===== src/rtl/video_timing_detect.sv =====
// video_timing_detect
//
// Receiver for a VGA-style hsync/vsync/blank stream in the pixel-clock
// domain. Measures the line period and frame length, classifies the stream
// as 910-clock lines (704x480, mode 0) or 800-clock lines (640x480, mode 1),
// recovers the active-pixel position and declares lock after LOCK_FRAMES
// consecutive clean frames.
//
// Ports:
//   clk      pixel clock; every input is synchronous to it
//   rst_n    asynchronous active-low reset
//   hsync    active-low horizontal sync
//   vsync    active-low vertical sync
//   blank    high outside the active area
//   hperiod  last measured line length in clocks
//   vlines   last measured frame length in lines
//   mode     0 = 704x480, 1 = 640x480; meaningful while locked
//   locked   high while the FSM is in LOCKED
//   err      one-cycle pulse on the LOCKED -> UNLOCKED transition
//   hpos     clocks since the start of the active line
//   vpos     active line index within the frame
//
// Handshake: there is none; every input is sampled on every clock and every
// output is a registered level (err is a single-cycle registered pulse).
module video_timing_detect #(
    parameter int LOCK_FRAMES = 2,
    parameter int FRAME_LINES = 525
) (
    input  logic       clk,
    input  logic       rst_n,
    input  logic       hsync,
    input  logic       vsync,
    input  logic       blank,
    output logic [9:0] hperiod,
    output logic [9:0] vlines,
    output logic       mode,
    output logic       locked,
    output logic       err,
    output logic [9:0] hpos,
    output logic [8:0] vpos
);
    typedef enum logic [1:0] {
        ST_UNLOCKED = 2'd0,
        ST_ACQUIRE  = 2'd1,
        ST_LOCKED   = 2'd2
    } state_t;

    localparam logic [10:0] FRAME_LINES_W = 11'(FRAME_LINES);
    localparam logic [3:0]  LOCK_FRAMES_W = 4'(LOCK_FRAMES);
    localparam logic [10:0] LEN_640       = 11'd800;
    localparam logic [10:0] LEN_704       = 11'd910;

    state_t      state_q, state_d;
    logic        prev_hsync_q, prev_hsync_d;
    logic        prev_vsync_q, prev_vsync_d;
    logic        prev_blank_q, prev_blank_d;
    logic [9:0]  hcnt_q, hcnt_d;
    logic        hs_seen_q, hs_seen_d;
    logic [9:0]  hperiod_q, hperiod_d;
    logic [9:0]  lcnt_q, lcnt_d;
    logic [9:0]  vlines_q, vlines_d;
    logic [3:0]  good_cnt_q, good_cnt_d;
    logic        frame_ok_q, frame_ok_d;
    logic        class_q, class_d;
    logic        class_valid_q, class_valid_d;
    logic        mode_q, mode_d;
    logic        locked_q, locked_d;
    logic        err_q, err_d;
    logic [9:0]  hpos_q, hpos_d;
    logic [8:0]  vpos_q, vpos_d;
    logic        vpos_first_q, vpos_first_d;

    logic        hs_fall, vs_fall, bl_fall;
    logic        timeout, line_valid, line_good, line_class;
    logic [10:0] line_len, frame_len;
    logic        ok_now, cls_now, cls_valid_now;

    always_comb begin
        // Events fire in the first cycle the input is seen low.
        hs_fall    = prev_hsync_q & ~hsync;
        vs_fall    = prev_vsync_q & ~vsync;
        bl_fall    = prev_blank_q & ~blank;
        prev_hsync_d = hsync;
        prev_vsync_d = vsync;
        prev_blank_d = blank;

        // 11-bit sums so a saturated counter cannot wrap into a legal length.
        line_len   = {1'b0, hcnt_q} + 11'd1;
        frame_len  = {1'b0, lcnt_q} + {10'd0, hs_fall};
        // Pulses once, on the clock where hcnt climbs to 1023.
        timeout    = ~hs_fall & (hcnt_q == 10'd1022);
        line_valid = hs_fall & hs_seen_q;
        line_good  = (line_len == LEN_640) | (line_len == LEN_704);
        line_class = (line_len == LEN_640);

        // Line period measurement
        hcnt_d    = hcnt_q;
        hs_seen_d = hs_seen_q;
        hperiod_d = hperiod_q;
        if (hs_fall) begin
            hcnt_d    = 10'd0;
            hs_seen_d = 1'b1;
            if (hs_seen_q) hperiod_d = line_len[9:0];
        end else begin
            if (hcnt_q != 10'd1023) hcnt_d = hcnt_q + 10'd1;
            if (timeout) hs_seen_d = 1'b0;
        end

        // Frame length: an hsync edge coincident with vsync closes the old frame.
        lcnt_d   = lcnt_q;
        vlines_d = vlines_q;
        if (vs_fall) begin
            vlines_d = frame_len[9:0];
            lcnt_d   = 10'd0;
        end else if (hs_fall && lcnt_q != 10'd1023) begin
            lcnt_d = lcnt_q + 10'd1;
        end

        // Lock FSM
        state_d       = state_q;
        good_cnt_d    = good_cnt_q;
        frame_ok_d    = frame_ok_q;
        class_d       = class_q;
        class_valid_d = class_valid_q;
        mode_d        = mode_q;
        ok_now        = frame_ok_q;
        cls_now       = class_q;
        cls_valid_now = class_valid_q;
        case (state_q)
            ST_UNLOCKED: begin
                if (vs_fall) begin
                    state_d       = ST_ACQUIRE;
                    good_cnt_d    = 4'd0;
                    frame_ok_d    = 1'b1;
                    class_valid_d = 1'b0;
                end
            end
            ST_ACQUIRE: begin
                // The first good line after entering ACQUIRE fixes the class;
                // later lines must agree with it.
                if (line_valid) begin
                    if (!line_good) begin
                        ok_now = 1'b0;
                    end else if (!class_valid_q) begin
                        cls_valid_now = 1'b1;
                        cls_now       = line_class;
                    end else if (line_class != class_q) begin
                        ok_now = 1'b0;
                    end
                end
                frame_ok_d    = ok_now;
                class_d       = cls_now;
                class_valid_d = cls_valid_now;
                if (timeout) begin
                    state_d = ST_UNLOCKED;
                end else if (vs_fall) begin
                    frame_ok_d = 1'b1;
                    if (ok_now && frame_len == FRAME_LINES_W) begin
                        good_cnt_d = good_cnt_q + 4'd1;
                        if (good_cnt_d == LOCK_FRAMES_W) begin
                            state_d = ST_LOCKED;
                            mode_d  = cls_now;
                        end
                    end else begin
                        good_cnt_d = 4'd0;
                    end
                end
            end
            ST_LOCKED: begin
                if (timeout ||
                    (line_valid && (!line_good || line_class != mode_q)) ||
                    (vs_fall && frame_len != FRAME_LINES_W)) begin
                    state_d = ST_UNLOCKED;
                end
            end
            default: state_d = ST_UNLOCKED;
        endcase
        locked_d = (state_d == ST_LOCKED);
        err_d    = (state_q == ST_LOCKED) && (state_d == ST_UNLOCKED);

        // Active position recovery
        hpos_d = hpos_q;
        if (bl_fall) begin
            hpos_d = 10'd0;
        end else if (!blank && hpos_q != 10'd1023) begin
            hpos_d = hpos_q + 10'd1;
        end

        vpos_d       = vpos_q;
        vpos_first_d = vpos_first_q;
        if (bl_fall) begin
            vpos_first_d = 1'b0;
            if (vpos_first_q) begin
                vpos_d = 9'd0;
            end else if (vpos_q != 9'd511) begin
                vpos_d = vpos_q + 9'd1;
            end
        end
        if (vs_fall) vpos_first_d = 1'b1;
    end

    always_ff @(posedge clk or negedge rst_n) begin
        if (!rst_n) begin
            state_q       <= ST_UNLOCKED;
            prev_hsync_q  <= 1'b1;
            prev_vsync_q  <= 1'b1;
            prev_blank_q  <= 1'b1;
            hcnt_q        <= 10'd0;
            hs_seen_q     <= 1'b0;
            hperiod_q     <= 10'd0;
            lcnt_q        <= 10'd0;
            vlines_q      <= 10'd0;
            good_cnt_q    <= 4'd0;
            frame_ok_q    <= 1'b0;
            class_q       <= 1'b0;
            class_valid_q <= 1'b0;
            mode_q        <= 1'b0;
            locked_q      <= 1'b0;
            err_q         <= 1'b0;
            hpos_q        <= 10'd0;
            vpos_q        <= 9'd0;
            vpos_first_q  <= 1'b0;
        end else begin
            state_q       <= state_d;
            prev_hsync_q  <= prev_hsync_d;
            prev_vsync_q  <= prev_vsync_d;
            prev_blank_q  <= prev_blank_d;
            hcnt_q        <= hcnt_d;
            hs_seen_q     <= hs_seen_d;
            hperiod_q     <= hperiod_d;
            lcnt_q        <= lcnt_d;
            vlines_q      <= vlines_d;
            good_cnt_q    <= good_cnt_d;
            frame_ok_q    <= frame_ok_d;
            class_q       <= class_d;
            class_valid_q <= class_valid_d;
            mode_q        <= mode_d;
            locked_q      <= locked_d;
            err_q         <= err_d;
            hpos_q        <= hpos_d;
            vpos_q        <= vpos_d;
            vpos_first_q  <= vpos_first_d;
        end
    end

    assign hperiod = hperiod_q;
    assign vlines  = vlines_q;
    assign mode    = mode_q;
    assign locked  = locked_q;
    assign err     = err_q;
    assign hpos    = hpos_q;
    assign vpos    = vpos_q;
endmodule


===== config.mk =====
export PLATFORM = sky130hd
export DESIGN_NAME = video_timing_detect
export DESIGN_NICKNAME = d
export VERILOG_FILES = /design/src/rtl/video_timing_detect.sv
export SDC_FILE = /design/constraint.sdc
export NUM_CORES = 1
export LEC_CHECK = 0
export CORE_ASPECT_RATIO = 0.5
export CORE_MARGIN = 2
export CORE_UTILIZATION = 56
export CTS_CLUSTER_SIZE = 16
export DETAILED_ROUTE_END_ITERATION = 12
export GPL_ROUTABILITY_DRIVEN = 1
export PLACE_DENSITY = 0.92
export SLEW_MARGIN = 30
export SYNTH_ARGS = -nofsm -noshare
export SYNTH_HDL_FRONTEND = slang
export SYNTH_SLANG_ARGS = --single-unit

===== constraint.sdc =====
create_clock -name clk -period 4.6 [get_ports clk]
set_input_delay 0.92 -clock clk [delete_from_list [all_inputs] [get_ports clk]]
set_output_delay 0.92 -clock clk [all_outputs]
set_load 0.01 [all_outputs]

==> results <==
- The flow ran to the end, and the final reports show no timing, DRC or antenna violations.
- The final worst-path cycle share is 81.0%.
- In the final layout, the share of cells above drive strength 1 is 6.04%.
- The top cell family by delay on the critical path is simple AND/OR/NAND/NOR gates.
- The detailed placement HPWL is 5.77 mm.
- The cell that appears most often on the critical path is ha_1.
- Global routing consumed, over all layers together, 22.8% of the routing resources.
- The max-slew violation count is 0.
- The maximum count of clock buffers along a single path is 2.
- After synthesis, the netlist uses 58 different library cells.
- The min-delay analysis places its worst path in the category reg2reg.
- Once the floorplan was initialized, standard cells occupied 59.4% of the core.
- The die boundary height is 64.3 um.
- During synthesis, Yosys emitted a total of 0 warnings.
- Setup repair after global routing left no endpoint under its margin.
- Setup violations remaining at the end of the flow were counted as 0.
- The global routing stage identified its most utilized layer as met2.
- The antenna diode instance count is 0.
- The core region is 6860 um^2.
- Across all setup checks in the final design, the least slack found is 874 ps.
- At the pin with the least slew margin, the transition time is 887 ps.
- The floorplan step set the die width to 125 um.
- STA puts the critical path data arrival time at 3990 ps.
- The required arrival time at the worst endpoint is 4860 ps.
- Across all layers, the routed design uses 3293 vias.
- The largest total area in the synthesized netlist belongs to dfrtp_1.
- In the final timing run, aggregate negative setup slack is 0 ps.
- The met3 global-route usage is 6.62%.
- The proportion of synthesized chip area in sequential cells is 46.8%.
- The detail-routed net length per standard cell is 14.7 um.
- The share of synthesized area in the top cell type comes to 44.9%.
- After synthesis the netlist holds a flip-flop and latch count of 76.
- The hold slack is 476 ps.
- At the end of the flow the core is filled with cells to 70.6%.
- For this run the aggregate overflow at the end of global routing stands at 0.
- After synthesis, the cell types taking the most area are dfrtp_1, nand2_1, xnor2_1.
- The count of nets left with antenna violations once routing finished came out at 0.
- The worst setup path is launched from an input port.
- The worst register-to-register path has a setup slack of 1380 ps.
- The leakage power summed over all cells is 2.00 nW.
- The routed design could run at a clock period as short as 3730 ps.
- In this run the clock root is driven by a clkbuf_16.
- In this run, synthesis inferred 0 flip-flops with an integrated enable.
- The via count of the first global-routing pass is 3063.
- The number of hold violations in the final report is 0.
- VDD sags by at most 0.267 mV.
- The worst-path maximum fanout is 6.
- After synthesis, the share of flip-flops with an asynchronous set or reset is 100%.
- Counting the fill cells in the layout gives 518.
- The row count is 21.
- Global routing used 36.6% of the available met2 tracks.
- The count of clock tree sinks is 76.
- The weighted congestion at the end of routability-driven global placement is 0.837.
- The number of antenna violations at the first check in global routing is 0.
- The quantity of gates resized following cts is 0.
- In this run the power density over the cells is 364 nW/um^2.
- In this design, the stage delay of the slowest critical-path cell is 420 ps.
- Each instance of the synthesized netlist takes up on average 9.32 um^2.
- Compared with the post-synthesis result, the final layout area differs by 18.9%.
- The detailed-route DRC error count is 0.
- The number of DRC markers after the initial detailed-route iteration is 241.
- Global routing used 30.2% of the available met1 tracks.
- Traced cell by cell, the critical path runs through clkdlybuf4s50_1, nor2b_1, ha_1, ha_1, nand3_1, nor4_1, a21oi_1, a221o_1, a311o_1, nor4_4, mux2i_1.
- On the final layout, the worst clock skew is 4.52 ps.
- The total nets after synthesis is 453.
- Static timing analysis puts the maximum clock frequency at 0.268 GHz.
- Clock latency on the worst-skew pair, taken at its later pin, is 340 ps.
- The final wirelength is 8.43 mm.
- The clock slew at the register clock pins of the worst setup and hold paths is 50 ps.
- Entering global routing, the biggest net connects 77 pins.
- TritonCTS built the clock tree.
- After detailed placement, the total cell area comes to 4560 um^2.
- The total number of H-tree levels is 3.
- After routing the design area is 4840 um^2.
- The endpoint kind of the worst setup timing path is a flop.
- The clock buffer count from CTS is 9.
- The post-detailed-route via-to-cell ratio is 5.76.
- The most instantiated flip-flop cell in the synthesis netlist is dfrtp_1.
- The library cell contributing the largest single delay on the critical path is clkdlybuf4s50_1.
- During placement, the flow inserted port buffers numbering 46.
- Among all cell types in the netlist, the one instantiated most often is dfrtp_1.
- The number of buffers and inverters on the critical path is 1.
- The number of iterations in the first detailed-routing pass is 4.
- Max-cap violations in this run came to 0.
- The critical setup path kind is in2reg.
- The remaining max-slew budget at the tightest pin is 40.4%.
- The cell count after synthesis is 437.
- For this design, the CTS-stage hold fixing added 0 buffers.
- In this run the post-CTS setup repair buffer count came out at 0.
- The floorplan die area is 8010 um^2.
- The commonest cells after synthesis are dfrtp_1, nand2_1, nor2_1.
- OpenSTA, run right after detailed placement, puts the worst setup slack at 544 ps.
- Pin placement for this block handled 47 I/O pins.
- The synthesized netlist occupies a cell area of 4070 um^2.
- The net count of the finished layout is 491.
- The wire length of the first global-routing pass is 14.5 mm.
==> kinds of logic after synthesis <==
family / count (synthesis) / share of synthesized area [%]
AOI/OAI and AO/OA: 86 / 13.2
xor gates and xnor gates: 39 / 8.39
adders and majority gates: 11 / 3.38
buffers and inverters: 36 / 3.93
DFF: 76 / 46.8
muxes: 8 / 2.06
and+or+nand+nor: 181 / 22.3
==> report_power, final <==
group          leakage (nW)  total, mW  switching, mW  internal (mW)
logic                 0.855      0.287          0.144          0.143
registers              1.01      0.827         0.0935          0.733
clock network         0.137      0.649          0.256          0.393
==> placed cells by master (no fill, tap or decap), types with 3 or more instances in the layout <==
| cell type | instances |
|---|---|
| mux2i_1 | 5 |
| o21ai_0 | 34 |
| dfrtp_1 | 73 |
| mux2_2 | 3 |
| inv_1 | 13 |
| and4_1 | 3 |
| ha_1 | 11 |
| nand4b_1 | 3 |
| nand2_1 | 56 |
| xnor2_1 | 23 |
| clkbuf_16 | 9 |
| a21o_1 | 3 |
| nor2b_1 | 6 |
| or2_2 | 3 |
| nor3_1 | 4 |
| nand3b_1 | 4 |
| dfstp_2 | 3 |
| and3_1 | 3 |
| nor4_1 | 5 |
| a21oi_1 | 21 |
| xor2_1 | 16 |
| or3_1 | 8 |
| nand2b_1 | 4 |
| nand3_1 | 20 |
| buf_4 | 4 |
| nand4_1 | 13 |
| clkbuf_1 | 3 |
| nor2_1 | 40 |
| clkdlybuf4s50_1 | 45 |
==> sequential cells by signal, indices dropped and copies added (netlist names), 2 cells and up <==
signal	cells
hpos	10
lcnt_q	10
hcnt_q	10
vlines	10
state_q	2
hperiod	10
good_cnt_q	4
vpos	9
==> metrics by stage <==
| step | cells | power (mW) |
|---|---|---|
| 3_3_place_gp | 556 | 1.11 |
| 2_1_floorplan | 437 | 0.995 |
| 5_1_grt | 572 | 1.86 |
| 4_1_cts | 572 | 1.78 |
| 6_report | 572 | 1.76 |
| 3_5_place_dp | 556 | 1.12 |
==> path summary, 6_finish.rpt <==
check	start	to	depth (start not counted)
setup / recovery	hsync	mode	11
min in group asynchronous	rst_n	hperiod[8]	1
hold reg to reg	vlines[8]	vlines[8]	2
max in group asynchronous	rst_n	good_cnt_q[0]	1
hold / removal	vlines[8]	vlines[8]	2
setup reg to reg	prev_hsync_q	mode	10
==> tightest hold or removal path: cells and delay by family, from the launching register on <==
family	cells	cell delay (ps)
compound gates	1	60
simple gates	1	40
flops	1	340
==> final cells by class <==
type	count	area, um^2	share of cell area, %
clock buffers	14	264	5.45
flip-flops and latches	76	1910	39.4
clock inverters	2	10.0	0.207
well taps	92	115	2.38
multi-input cells	325	2010	41.4
repair buffers	50	492	10.2
inverters	13	48.8	1.01
==> metal layers <==
layer	routed length, um	part of all wire (%)
met1	4000	47
met2	3860	46
met3	481	5.7
met4	98	1.2
met5	0	0
Note: power is estimated with default switching activity, not from simulation.
==> RTL change: new RTL, config.mk and constraints unchanged <==
Encoding of `state_t`: now one-hot (3 bits for 3 states).
--- a/src/rtl/video_timing_detect.sv
+++ b/src/rtl/video_timing_detect.sv
@@ -39,10 +39,10 @@
     output logic [9:0] hpos,
     output logic [8:0] vpos
 );
-    typedef enum logic [1:0] {
-        ST_UNLOCKED = 2'd0,
-        ST_ACQUIRE  = 2'd1,
-        ST_LOCKED   = 2'd2
+    typedef enum logic [2:0] {
+        ST_UNLOCKED = 3'b001,
+        ST_ACQUIRE  = 3'b010,
+        ST_LOCKED   = 3'b100
     } state_t;
 
     localparam logic [10:0] FRAME_LINES_W = 11'(FRAME_LINES);
Check against the original RTL: no difference found for any inputs over 4 cycles, from zero or initial values and one cycle with rst_n low; so few cycles prove little.
==> RTL change against the original RTL <==
Clock power grew 1%. Worst setup slack got worse by 0.16 ns. Cell count up 1.9%. Critical path type unchanged. Non-clock buffer count decreased by 3. Cell area increased by 0.88%. Routed wire length up 1.2%. Sequential cell count rose by 1. Critical path depth did not move. Maximum frequency is 4.2% lower. Power grew 3.8%. Largest power group unchanged. Count of clock-buffer cells in the layout is 1 higher. Synthesized area increased by 1.0%. Worst hold slack got worse by 0.00071 ns. Sequential share of layout area grew 0.20 points.
==> RTL change: results (changes against the original RTL) <==
[routing]
first_pass_iters=5  ; was 4
m1WireLength_um=3860  ; was 4000 um
vias=3378  ; was 3,293

[final_layout]
nClkBuffers=15  ; was 14
multi_input_area_sq_um=2030  ; was 2010 sq um
layout-drive-gt1-share_pct=8.83  ; was 6.04%
clk_share_pct=5.79  ; was 5.66%
n_sequential_cell=77  ; was 76
multi_input_gates=335  ; was 325
num-nonclk-inverters=12  ; was 13
nets=498  ; was 491

[pwr]
leakagePower_nw=2.04  ; was 2.00 nW
peakVddDrop_uv=236  ; was 267 uV
power_frac_clock_pct=35.9  ; was 36.8%
p_comb_mw=0.315  ; was 0.287 mW

[setup_path]
rrSetupSlack_ns=1.31  ; was 1.38 ns
crit_fanout=12  ; was 6

[yosys]
seq_area_frac_synth_pct=47.0  ; was 46.8%
synth.distinct_cells=65  ; was 58
synth.area.top_cells=dfrtp_1 (44%), nand2_1 (5.9%), o21ai_0 (4.7%), xor2_1 (4.5%), nor2_1 (3.8%)  ; was dfrtp_1 (45%), nand2_1 (5.2%), xnor2_1 (4.9%), o21ai_0 (4.2%), nor2_1 (3.7%)
synth_mux_area_share_pct=1.03  ; was 2.06%
synth_compound_area_share_pct=14.5  ; was 13.2%
syn_inst=444  ; was 437

[placed_design]
gp_congestion=0.824  ; was 0.837
placed_area_sq_um=4590  ; was 4560 sq um
pre_cts_ws_ns=0.384  ; was 0.544 ns

[worst_hold_path]
hold_end=vlines[6]$_DFFE_PN0P_  ; was vlines[8]$_DFFE_PN0P_

[grt]
grt_pass1_vias=3107  ; was 3,063
grt_max_degree=78  ; was 77
globalRouteTotalUtil_pct=23.0  ; was 22.8%
grt_pass1_wl_um=14800  ; was 14,500 um

[sta]
fmax_ghz=0.257  ; was 0.268 GHz
clock_skew_ns=0.00655  ; was 0.00452 ns

[run_status]
run_status=completed  ; unchanged

RTL change: stage by stage:
stage                     power [mW]  util [%]  hold slack (ns)
after floorplan                 1.03         -            0.480
after global placement          1.16      63.7            0.461
after CTS                       1.84      67.6            0.482
after detailed placement        1.18      63.7            0.470
after global routing            1.93      67.7            0.497
final                           1.83      67.7            0.476
RTL change: cells by family (layout without fill, tap and decap cells):
logic type,Yosys count,after routing
AND/OR/NAND/NOR,190,190
AO/OA/AOI/OAI,95,95
flip-flops,77,77
XOR/XNOR,35,35
buffers and inverters,32,75
adder cells (fa/ha/maj),11,11
multiplexers,4,4
RTL change: critical path, delay by kind of cell:
kind            cells  cell delay, ns
simple gates        4            0.95
buf+inv             2            0.77
fa+ha+maj           2            0.67
compound gates      2            0.43
mux                 1            0.37
RTL change: per-layer routing:
| metal | GRT usage, % | up-vias |
|---|---|---|
| met5 | 0 | - |
| met4 | 9.31 | 0 |
| met3 | 6.03 | 30 |
| met2 | 36.0 | 119 |
| met1 | 30.9 | 1600 |
| li1 | - | 1629 |
